<file path="src/rtl/params_pkg.sv">
// rtl/params_pkg.sv - shared widths and write-back types for the processor core
package params_pkg;

    localparam int REGISTER_WIDTH = 5;
    localparam int DATA_WIDTH     = 32;

    typedef enum logic [1:0] {
        WB_NONE,
        WB_ALU,
        WB_EX,
        WB_MEM
    } wb_src_e;

    typedef struct packed {
        logic [REGISTER_WIDTH-1:0] rd;
        logic [DATA_WIDTH-1:0]     data;
    } wb_entry_t;

endpackage

</file>
<file path="src/rtl/wb_rsp_queue.sv">
// rtl/wb_rsp_queue.sv - 2-entry load response FIFO with sticky overflow flag
module wb_rsp_queue
    import params_pkg::*;
(
    input  logic      clk_i,
    input  logic      rst_ni,
    input  logic      push_i,
    input  wb_entry_t push_entry_i,
    input  logic      pop_i,
    output wb_entry_t head_o,
    output logic      empty_o,
    output logic      full_o,
    output logic      overflow_o
);

    wb_entry_t  mem_q [2];
    logic       rptr_q;
    logic       wptr_q;
    logic [1:0] count_q;
    logic       overflow_q;
    logic       do_push;
    logic       do_pop;

    assign empty_o    = (count_q == 2'd0);
    assign full_o     = (count_q == 2'd2);
    assign overflow_o = overflow_q;
    assign head_o     = mem_q[rptr_q];

    // A pop in the same cycle frees the slot the write pointer aims at when full.
    assign do_pop  = pop_i && !empty_o;
    assign do_push = push_i && (!full_o || do_pop);

    always_ff @(posedge clk_i or negedge rst_ni) begin
        if (!rst_ni) begin
            rptr_q     <= 1'b0;
            wptr_q     <= 1'b0;
            count_q    <= 2'd0;
            overflow_q <= 1'b0;
        end else begin
            if (do_push) wptr_q <= ~wptr_q;
            if (do_pop)  rptr_q <= ~rptr_q;
            case ({do_push, do_pop})
                2'b10:   count_q <= count_q + 2'd1;
                2'b01:   count_q <= count_q - 2'd1;
                default: count_q <= count_q;
            endcase
            if (push_i && !do_push) overflow_q <= 1'b1;
        end
    end

    always_ff @(posedge clk_i) begin
        if (do_push) mem_q[wptr_q] <= push_entry_i;
    end

endmodule

</file>
<file path="src/rtl/wb_arbiter.sv">
// rtl/wb_arbiter.sv - register-file write port arbiter for ALU, EX and load responses
module wb_arbiter #(
    parameter int REGISTER_WIDTH = params_pkg::REGISTER_WIDTH,
    parameter int DATA_WIDTH     = params_pkg::DATA_WIDTH,
    parameter int STARVE_LIMIT   = 4
) (
    input  logic                      clk_i,
    input  logic                      rst_ni,
    input  logic                      alu_wb_req_i,
    input  logic [REGISTER_WIDTH-1:0] alu_wb_rd_i,
    input  logic [DATA_WIDTH-1:0]     alu_wb_data_i,
    input  logic                      ex_wb_req_i,
    input  logic [REGISTER_WIDTH-1:0] ex_wb_rd_i,
    input  logic [DATA_WIDTH-1:0]     ex_wb_data_i,
    input  logic                      mem_rsp_valid_i,
    input  logic [REGISTER_WIDTH-1:0] mem_rsp_rd_i,
    input  logic [DATA_WIDTH-1:0]     mem_rsp_data_i,
    output logic                      alu_allowed_wb_o,
    output logic                      ex_allowed_wb_o,
    output logic                      mem_full_o,
    output logic                      overflow_o,
    output logic                      rf_we_o,
    output logic [REGISTER_WIDTH-1:0] rf_waddr_o,
    output logic [DATA_WIDTH-1:0]     rf_wdata_o,
    output params_pkg::wb_src_e       wb_src_o
);

    localparam int WAIT_W = $clog2(STARVE_LIMIT + 1);
    localparam logic [WAIT_W-1:0] WAIT_MAX = WAIT_W'(STARVE_LIMIT);

    params_pkg::wb_entry_t push_entry;
    params_pkg::wb_entry_t head;
    params_pkg::wb_src_e   winner;
    logic                  q_empty;
    logic                  starve;
    logic [WAIT_W-1:0]     alu_wait_q;
    logic [REGISTER_WIDTH-1:0] sel_rd;
    logic [DATA_WIDTH-1:0]     sel_data;

    assign push_entry.rd   = mem_rsp_rd_i;
    assign push_entry.data = mem_rsp_data_i;

    wb_rsp_queue u_rsp_queue (
        .clk_i        (clk_i),
        .rst_ni       (rst_ni),
        .push_i       (mem_rsp_valid_i),
        .push_entry_i (push_entry),
        .pop_i        (winner == params_pkg::WB_MEM),
        .head_o       (head),
        .empty_o      (q_empty),
        .full_o       (mem_full_o),
        .overflow_o   (overflow_o)
    );

    // A starved ALU jumps ahead of the queue head for exactly one grant.
    assign starve = alu_wb_req_i && (alu_wait_q == WAIT_MAX);

    always_comb begin
        winner   = params_pkg::WB_NONE;
        sel_rd   = '0;
        sel_data = '0;
        if (starve)            winner = params_pkg::WB_ALU;
        else if (!q_empty)     winner = params_pkg::WB_MEM;
        else if (ex_wb_req_i)  winner = params_pkg::WB_EX;
        else if (alu_wb_req_i) winner = params_pkg::WB_ALU;
        case (winner)
            params_pkg::WB_ALU: begin sel_rd = alu_wb_rd_i; sel_data = alu_wb_data_i; end
            params_pkg::WB_EX:  begin sel_rd = ex_wb_rd_i;  sel_data = ex_wb_data_i;  end
            params_pkg::WB_MEM: begin sel_rd = head.rd;     sel_data = head.data;     end
            default:            begin sel_rd = '0;          sel_data = '0;            end
        endcase
    end

    assign alu_allowed_wb_o = (winner == params_pkg::WB_ALU);
    assign ex_allowed_wb_o  = (winner == params_pkg::WB_EX);

    always_ff @(posedge clk_i or negedge rst_ni) begin
        if (!rst_ni) begin
            alu_wait_q <= '0;
        end else if (alu_wb_req_i && !alu_allowed_wb_o) begin
            if (alu_wait_q != WAIT_MAX) alu_wait_q <= alu_wait_q + 1'b1;
        end else begin
            alu_wait_q <= '0;
        end
    end

    // Writes to r0 still consume the grant but never reach the register file.
    always_ff @(posedge clk_i or negedge rst_ni) begin
        if (!rst_ni) begin
            rf_we_o    <= 1'b0;
            rf_waddr_o <= '0;
            rf_wdata_o <= '0;
            wb_src_o   <= params_pkg::WB_NONE;
        end else begin
            rf_we_o    <= (winner != params_pkg::WB_NONE) && (sel_rd != '0);
            rf_waddr_o <= sel_rd;
            rf_wdata_o <= sel_data;
            wb_src_o   <= winner;
        end
    end

endmodule
</file>
<file path="config.mk">
export PLATFORM = sky130hd
export DESIGN_NAME = wb_arbiter
export DESIGN_NICKNAME = d
export VERILOG_FILES = /design/src/rtl/params_pkg.sv /design/src/rtl/wb_rsp_queue.sv /design/src/rtl/wb_arbiter.sv
export SDC_FILE = /design/constraint.sdc
export NUM_CORES = 1
export LEC_CHECK = 0
export ABC_AREA = 1
export CAP_MARGIN = 5
export CORE_UTILIZATION = 35
export DETAILED_ROUTE_END_ITERATION = 10
export DONT_BUFFER_PORTS = 1
export GPL_ROUTABILITY_DRIVEN = 0
export PLACE_DENSITY_LB_ADDON = 0.2
export SKIP_CTS_REPAIR_TIMING = 1
export SKIP_LAST_GASP = 1
export SLEW_MARGIN = 5
export SYNTH_ARGS = -nofsm -noshare
export SYNTH_HDL_FRONTEND = slang
export SYNTH_SLANG_ARGS = --single-unit
</file>
<file path="constraint.sdc">
create_clock -name clk_i -period 3.69 [get_ports clk_i]
set_input_delay 0.1845 -clock clk_i [delete_from_list [all_inputs] [get_ports clk_i]]
set_output_delay 0.1845 -clock clk_i [all_outputs]
set_load 0.1 [all_outputs]
</file>
==> results_dict.tcl, run 1 <==
set metrics [dict create \
    status "finished with violations" \
    violations "hold timing" \
    antenna_found_initial 0 \
    fin_hold_ws_ps -19.4 \
    critPathSlowestCell "dlygate4sd3_1" \
    p_leak_nw 2.86 \
    switching_share_pct 48.0 \
    cts_root_buf "clkbuf_16" \
    slew_violations 0 \
    max_stage_delay_ps 600 \
    ys_warn_count 0 \
    cellPowerDensity_nw_per_um2 1060 \
    synth_fp_nets 562 \
    dieHeight_um 120 \
    max_freq_ghz 0.393 \
    yosys.area.top_type_share_pct 45.4 \
    synth_area_per_cell_um2 11.0 \
    combinationalPowerShare_pct 25.5 \
    p_clk_share_pct 23.4 \
    syn2layout_area_growth_pct 38.5 \
    dr.first_iter.drc_count 109 \
    stdcell_count 752 \
    ys_seq_elements 122 \
    critical_path_buf_inv_count 3 \
    core_um2 13500 \
    grt_pass1_vias 3245 \
    async_reset_ff_share_pct 39.3 \
    yosys.area.top_type "edfxtp_1" \
    fin_area_um2 6790 \
    setup_viol 0 \
    synthTopCellsByCount "nand2_1, edfxtp_1, dfrtp_1" \
    hold_violations 1 \
    cts_max_level 4 \
    path_cells "inv_1 -> ha_1 -> nand3_4 -> nand3_4 -> nor2_4 -> buf_4 -> nand2_1 -> o311ai_0 -> dlygate4sd3_1" \
    slew_headroom_pct 23.5 \
    dp_cells 608 \
    total_power_mw 7.19 \
    final_util_pct 50.4 \
    clock_latency_ps 410 \
    grt_first_pass_wirelength_um 16800 \
    intPower_mw 3.73 \
    routed_wl_um 11800 \
    path_class "flip-flop to flip-flop" \
    drv_cap 0 \
    synth_most_common_cell "nand2_1" \
    grt_use_total_pct 16.0 \
    portBuffers 0 \
    crit_path_end_kind "flip-flop" \
    rsz0062_at_grt "no" \
    die_width_um 120 \
    synth_area_leaders "edfxtp_1, dfrtp_1, nand2_1, nand3_1, buf_6" \
    fin_nets 681 \
    n_fill_cell 1215 \
    dieArea_um2 14500 \
    tightest_slew_ps 1140 \
    path_delay_family "buffers and inverters" \
    wire_per_inst_um 15.7 \
    grt_max_degree 49 \
    ys.flop_type "edfxtp_1" \
    synth.distinct_cells 27 \
    critical_path.max_fanout 21 \
    pre_cts_slack_ps 1200 \
    fin_crit_sh_pct 69.0 \
    hold_path.class "primary input to flip-flop" \
    placed_area_um2 5040 \
    grt_overflow 0 \
    cp_data_arrival_time_ps 2890 \
    synth_area_um2 4900 \
    ioPinCount 160 \
    num_rows 42 \
    dr_total_vias 3486 \
    worst_ep_required_time_ps 4040 \
    hpwlAfterDp_um 6700 \
    seq_area_frac_synth_pct 69.9 \
    cts_buffers 17 \
    clockBufferDepth 2 \
    finClkSkew_ps 6.11 \
    path_clk_slew_ps 50 \
    irDropWorstVdd_uv 514 \
    drive_gt1_share_pct 9.38 \
    netlist_instances 444 \
    seqPwrFrac_pct 51.0 \
    initial_core_util_pct 36.4 \
    p_sw_mw 3.45 \
    synth_edf_count 74 \
    tns_ps 0 \
    cts_sinks 122 \
    layout_setup_ws_ps 1140 \
    cp-start-kind "flip-flop" \
    diodes 0 \
    cts_tree "done" \
    antenna_violating_nets_post_route 0 \
    dr.pass1.iters 4 \
    drt-vias-per-instance 4.64 \
    crit_path_frequent_cell "nand3_4" \
    drcViolationCount 0 \
    finalCriticalPeriod_ps 2550 \
]
==> registers in the layout, indices dropped and copies added (netlist names) <==
register / cells
rf_waddr_o: 5
rf_wdata_o: 32
wb_src_o: 2
u_rsp_queue.count_q: 2
u_rsp_queue.wptr_q: 1
u_rsp_queue.rptr_q: 1
u_rsp_queue.mem_q: 74
rf_we_o: 1
u_rsp_queue.overflow_o: 1
alu_wait_q: 3
==> power by group through the flow <==
| stage | combinational, mW | sequential, mW | clock, mW |
|---|---|---|---|
| 4_1_cts | 1.37 | 3.67 | 1.72 |
| 3_5_place_dp | 1.37 | 3.69 | 0 |
| 5_1_grt | 2.07 | 3.71 | 1.77 |
| 6_report | 1.83 | 3.67 | 1.68 |
| 2_1_floorplan | 1.10 | 3.65 | 0 |
| 3_3_place_gp | 1.34 | 3.69 | 0 |
==> final timing paths <==
path                                            from                        endpoint  slack [ps]  cells past startpoint
min reg2reg                alu_wait_q[0]$_DFFE_PN0P_       alu_wait_q[0]$_DFFE_PN0P_         470                      1
max reg2reg                alu_wait_q[0]$_DFFE_PN0P_         rf_wdata_o[5]$_DFF_PN0_        1140                      9
min in group asynchronous                     rst_ni       alu_wait_q[1]$_DFFE_PN0P_         300                      2
max                        alu_wait_q[0]$_DFFE_PN0P_         rf_wdata_o[5]$_DFF_PN0_        1140                      9
max in group asynchronous                     rst_ni  u_rsp_queue.rptr_q$_DFFE_PN0P_        3160                      2
min                                   alu_wb_rd_i[4]         rf_waddr_o[4]$_DFF_PN0_         -20                      2
==> metal layers <==
layer / share of wire, % / vias to the layer above / global-route usage (%)
met5: 0 / - / 0
met4: 1.4 / 0 / 7.02
met3: 6.1 / 16 / 7.12
met2: 51 / 106 / 26.4
met1: 41 / 1668 / 17.7
li1: - / 1696 / -
==> placed cells by master (no fill, tap or decap), drive strengths merged <==
cell type and n:
clkinv 3, clkinvlp 6, xnor2 1, dfrtp 48, inv 16, o311ai 4
ha 2, nand3 42, xor2 4, dlygate4sd3 111, edfxtp 74, buf 6
a31o 1, nand2 212, clkbuf 20, and2 1, nor2 20, bufinv 3
nand4 1, o21ai 1
==> cell families (layout without fill, tap and decap cells) <==
group	Yosys count	in the layout	share of synthesized area (%)
and+or+nand+nor	276	276	23.8
DFF	122	122	69.9
buffers and inverters	33	165	3.93
AOI/OAI and AO/OA	6	6	0.996
xor gates and xnor gates	5	5	0.894
adders and majority gates	2	2	0.511
==> layout make-up <==
| class | count | area, um^2 | area share (%) |
|---|---|---|---|
| flip-flops and latches | 122 | 3420 | 50.5 |
| repair buffers | 117 | 1180 | 17.3 |
| inverters | 16 | 62.6 | 0.922 |
| clock buffers | 20 | 457 | 6.73 |
| well taps | 176 | 220 | 3.25 |
| multi-input cells | 289 | 1300 | 19.1 |
| clock inverters | 12 | 148 | 2.18 |
==> worst register-to-register path, stage by stage, from the launching register on <==
cell and delay (ps):
dfrtp_1 370, inv_1 50, ha_1 220, nand3_4 140, nand3_4 140, nor2_4 450, buf_4 350, nand2_1 70
o311ai_0 90, dlygate4sd3_1 600
Power figures use the tool's default switching activity.
==> run 2, diff against run 1 <==
==> constraint.sdc (replaced) <==
create_clock -name clk_i -period 2.05 [get_ports clk_i]
set_input_delay 0.1025 -clock clk_i [delete_from_list [all_inputs] [get_ports clk_i]]
set_output_delay 0.1025 -clock clk_i [all_outputs]
set_load 0.1 [all_outputs]
==> run 2 against run 1 <==
Effect of this change: the flow now finishes without violations; register-to-register slack got worse by 810 ps; critical path depth decreased by 3; critical path type is now flip-flop to primary output; utilization rose by 2.6 points; largest cell class unchanged; hold slack improved by 37 ps; sequential share of layout area is 2.4 points lower; critical endpoint is now ex_allowed_wb_o.
==> results_dict.tcl, run 2 (same netlist as run 1, synthesis figures left out) <==
set metrics [dict create \
    status "finished, final reports clean" \
    antenna_violating_nets_post_route 0 \
    tns_ps 0 \
    biggestRegsByFlops "u_rsp_queue.mem_q x74, rf_wdata_o x32, rf_waddr_o x5" \
    diodes 0 \
    clock_latency_ps 410 \
    total_power_mw 13.0 \
    num_rows 42 \
    path_clk_slew_ps 50 \
    cts_root_buf "clkbuf_16" \
    core_um2 13500 \
    crit_path_frequent_cell "nand3_4" \
    critical_path_buf_inv_count 2 \
    irDropWorstVdd_uv 873 \
    path_class "flip-flop to primary output" \
    drive_gt1_share_pct 14.4 \
    drv_cap 0 \
    cts_buffers 17 \
    hold_violations 0 \
    final_cell_mix "nand2_1, dlygate4sd3_1, edfxtp_1" \
    dr.pass1.iters 4 \
    rrSetupSlack_ps 330 \
    tightest_slew_ps 889 \
    clockBufferDepth 2 \
    antenna_found_initial 0 \
    grt_use_total_pct 16.8 \
    dp_cells 639 \
    cts_max_level 4 \
    initial_core_util_pct 36.4 \
    final_util_pct 53.0 \
    drt-vias-per-instance 4.60 \
    grt_first_pass_wirelength_um 17600 \
    cp-start-kind "flip-flop" \
    finClkSkew_ps 11.1 \
    fin_nets 715 \
    layout_setup_ws_ps 126 \
    setup_viol 0 \
    dieHeight_um 120 \
    dr.first_iter.drc_count 139 \
    critPathSlowestCell "dfrtp_1" \
    path_delay_family "simple AND/OR/NAND/NOR gates" \
    p_leak_nw 3.06 \
    routed_wl_um 12300 \
    slew_headroom_pct 40.8 \
    largest_register_ffs 74 \
    max_stage_delay_ps 360 \
    grt_pass1_vias 3264 \
    rsz0062_at_grt "no" \
    fin_crit_sh_pct 93.9 \
    hold_path.class "primary input to flip-flop" \
    top_register "u_rsp_queue.mem_q" \
    n_fill_cell 1163 \
    crit_path_end_kind "primary output" \
    fin_hold_ws_ps 17.6 \
    layout_commonest_cell "nand2_1" \
    finalCriticalPeriod_ps 1920 \
    cts_sinks 122 \
    drcViolationCount 0 \
    placed_area_um2 5300 \
    grt_max_degree 49 \
    cp_data_arrival_time_ps 1820 \
    hpwlAfterDp_um 7310 \
    cts_tree "done" \
    worst_ep_required_time_ps 1950 \
    max_freq_ghz 0.520 \
    cellPowerDensity_nw_per_um2 1820 \
    critical_path.max_fanout 7 \
    portBuffers 0 \
    wire_per_inst_um 15.6 \
    dieArea_um2 14500 \
    syn2layout_area_growth_pct 45.5 \
    stdcell_count 786 \
    dr_total_vias 3619 \
    pre_cts_slack_ps 286 \
    ioPinCount 160 \
    grt_overflow 0 \
    die_width_um 120 \
    fin_area_um2 7130 \
    slew_violations 0 \
    path_cells "inv_1 -> ha_1 -> nand3_4 -> nand3_4 -> nor2_4 -> buf_4" \
]
run 2: final cells by class:
class | count | area (um^2) | area share [%]
Clock buffer | 22 | 484 | 6.79
Clock inverter | 10 | 164 | 2.30
Inverter | 16 | 67.6 | 0.948
Multi-Input combinational cell | 289 | 1300 | 18.2
Sequential cell | 122 | 3420 | 48.0
Tap cell | 176 | 220 | 3.09
Timing Repair Buffer | 151 | 1470 | 20.6
run 2: worst paths after layout:
kind / startpoint / end / cells after the start
setup / recovery: alu_wait_q[0]$_DFFE_PN0P_ / ex_allowed_wb_o / 6
hold / removal: ex_wb_req_i / wb_src_o[0]$_DFF_PN0_ / 3
setup reg to reg: alu_wait_q[0]$_DFFE_PN0P_ / u_rsp_queue.mem_q[1][13]$_DFFE_PP_ / 7
hold reg to reg: alu_wait_q[0]$_DFFE_PN0P_ / alu_wait_q[0]$_DFFE_PN0P_ / 1
max in group asynchronous: rst_ni / u_rsp_queue.rptr_q$_DFFE_PN0P_ / 2
min in group asynchronous: rst_ni / rf_we_o$_DFF_PN0_ / 2
run 2: metal layers:
metal	GRT usage [%]	vias to the layer above	part of all wire [%]
met5	0	-	0
met4	7.41	0	1.9
met3	6.93	20	5.3
met2	27.3	123	50
met1	19.3	1721	43
li1	-	1755	-
run 2: power breakdown:
group	switching [mW]	internal [mW]
registers	1.72	3.39
logic	3.43	1.21
clock network	1.05	2.16
run 2: worst register-to-register path: stages, from the launching register on:
cell	delay, ps
dfrtp_1	360
inv_1	50
ha_1	220
nand3_4	140
o21ai_0	100
buf_4	170
nor2_4	100
buf_12	230
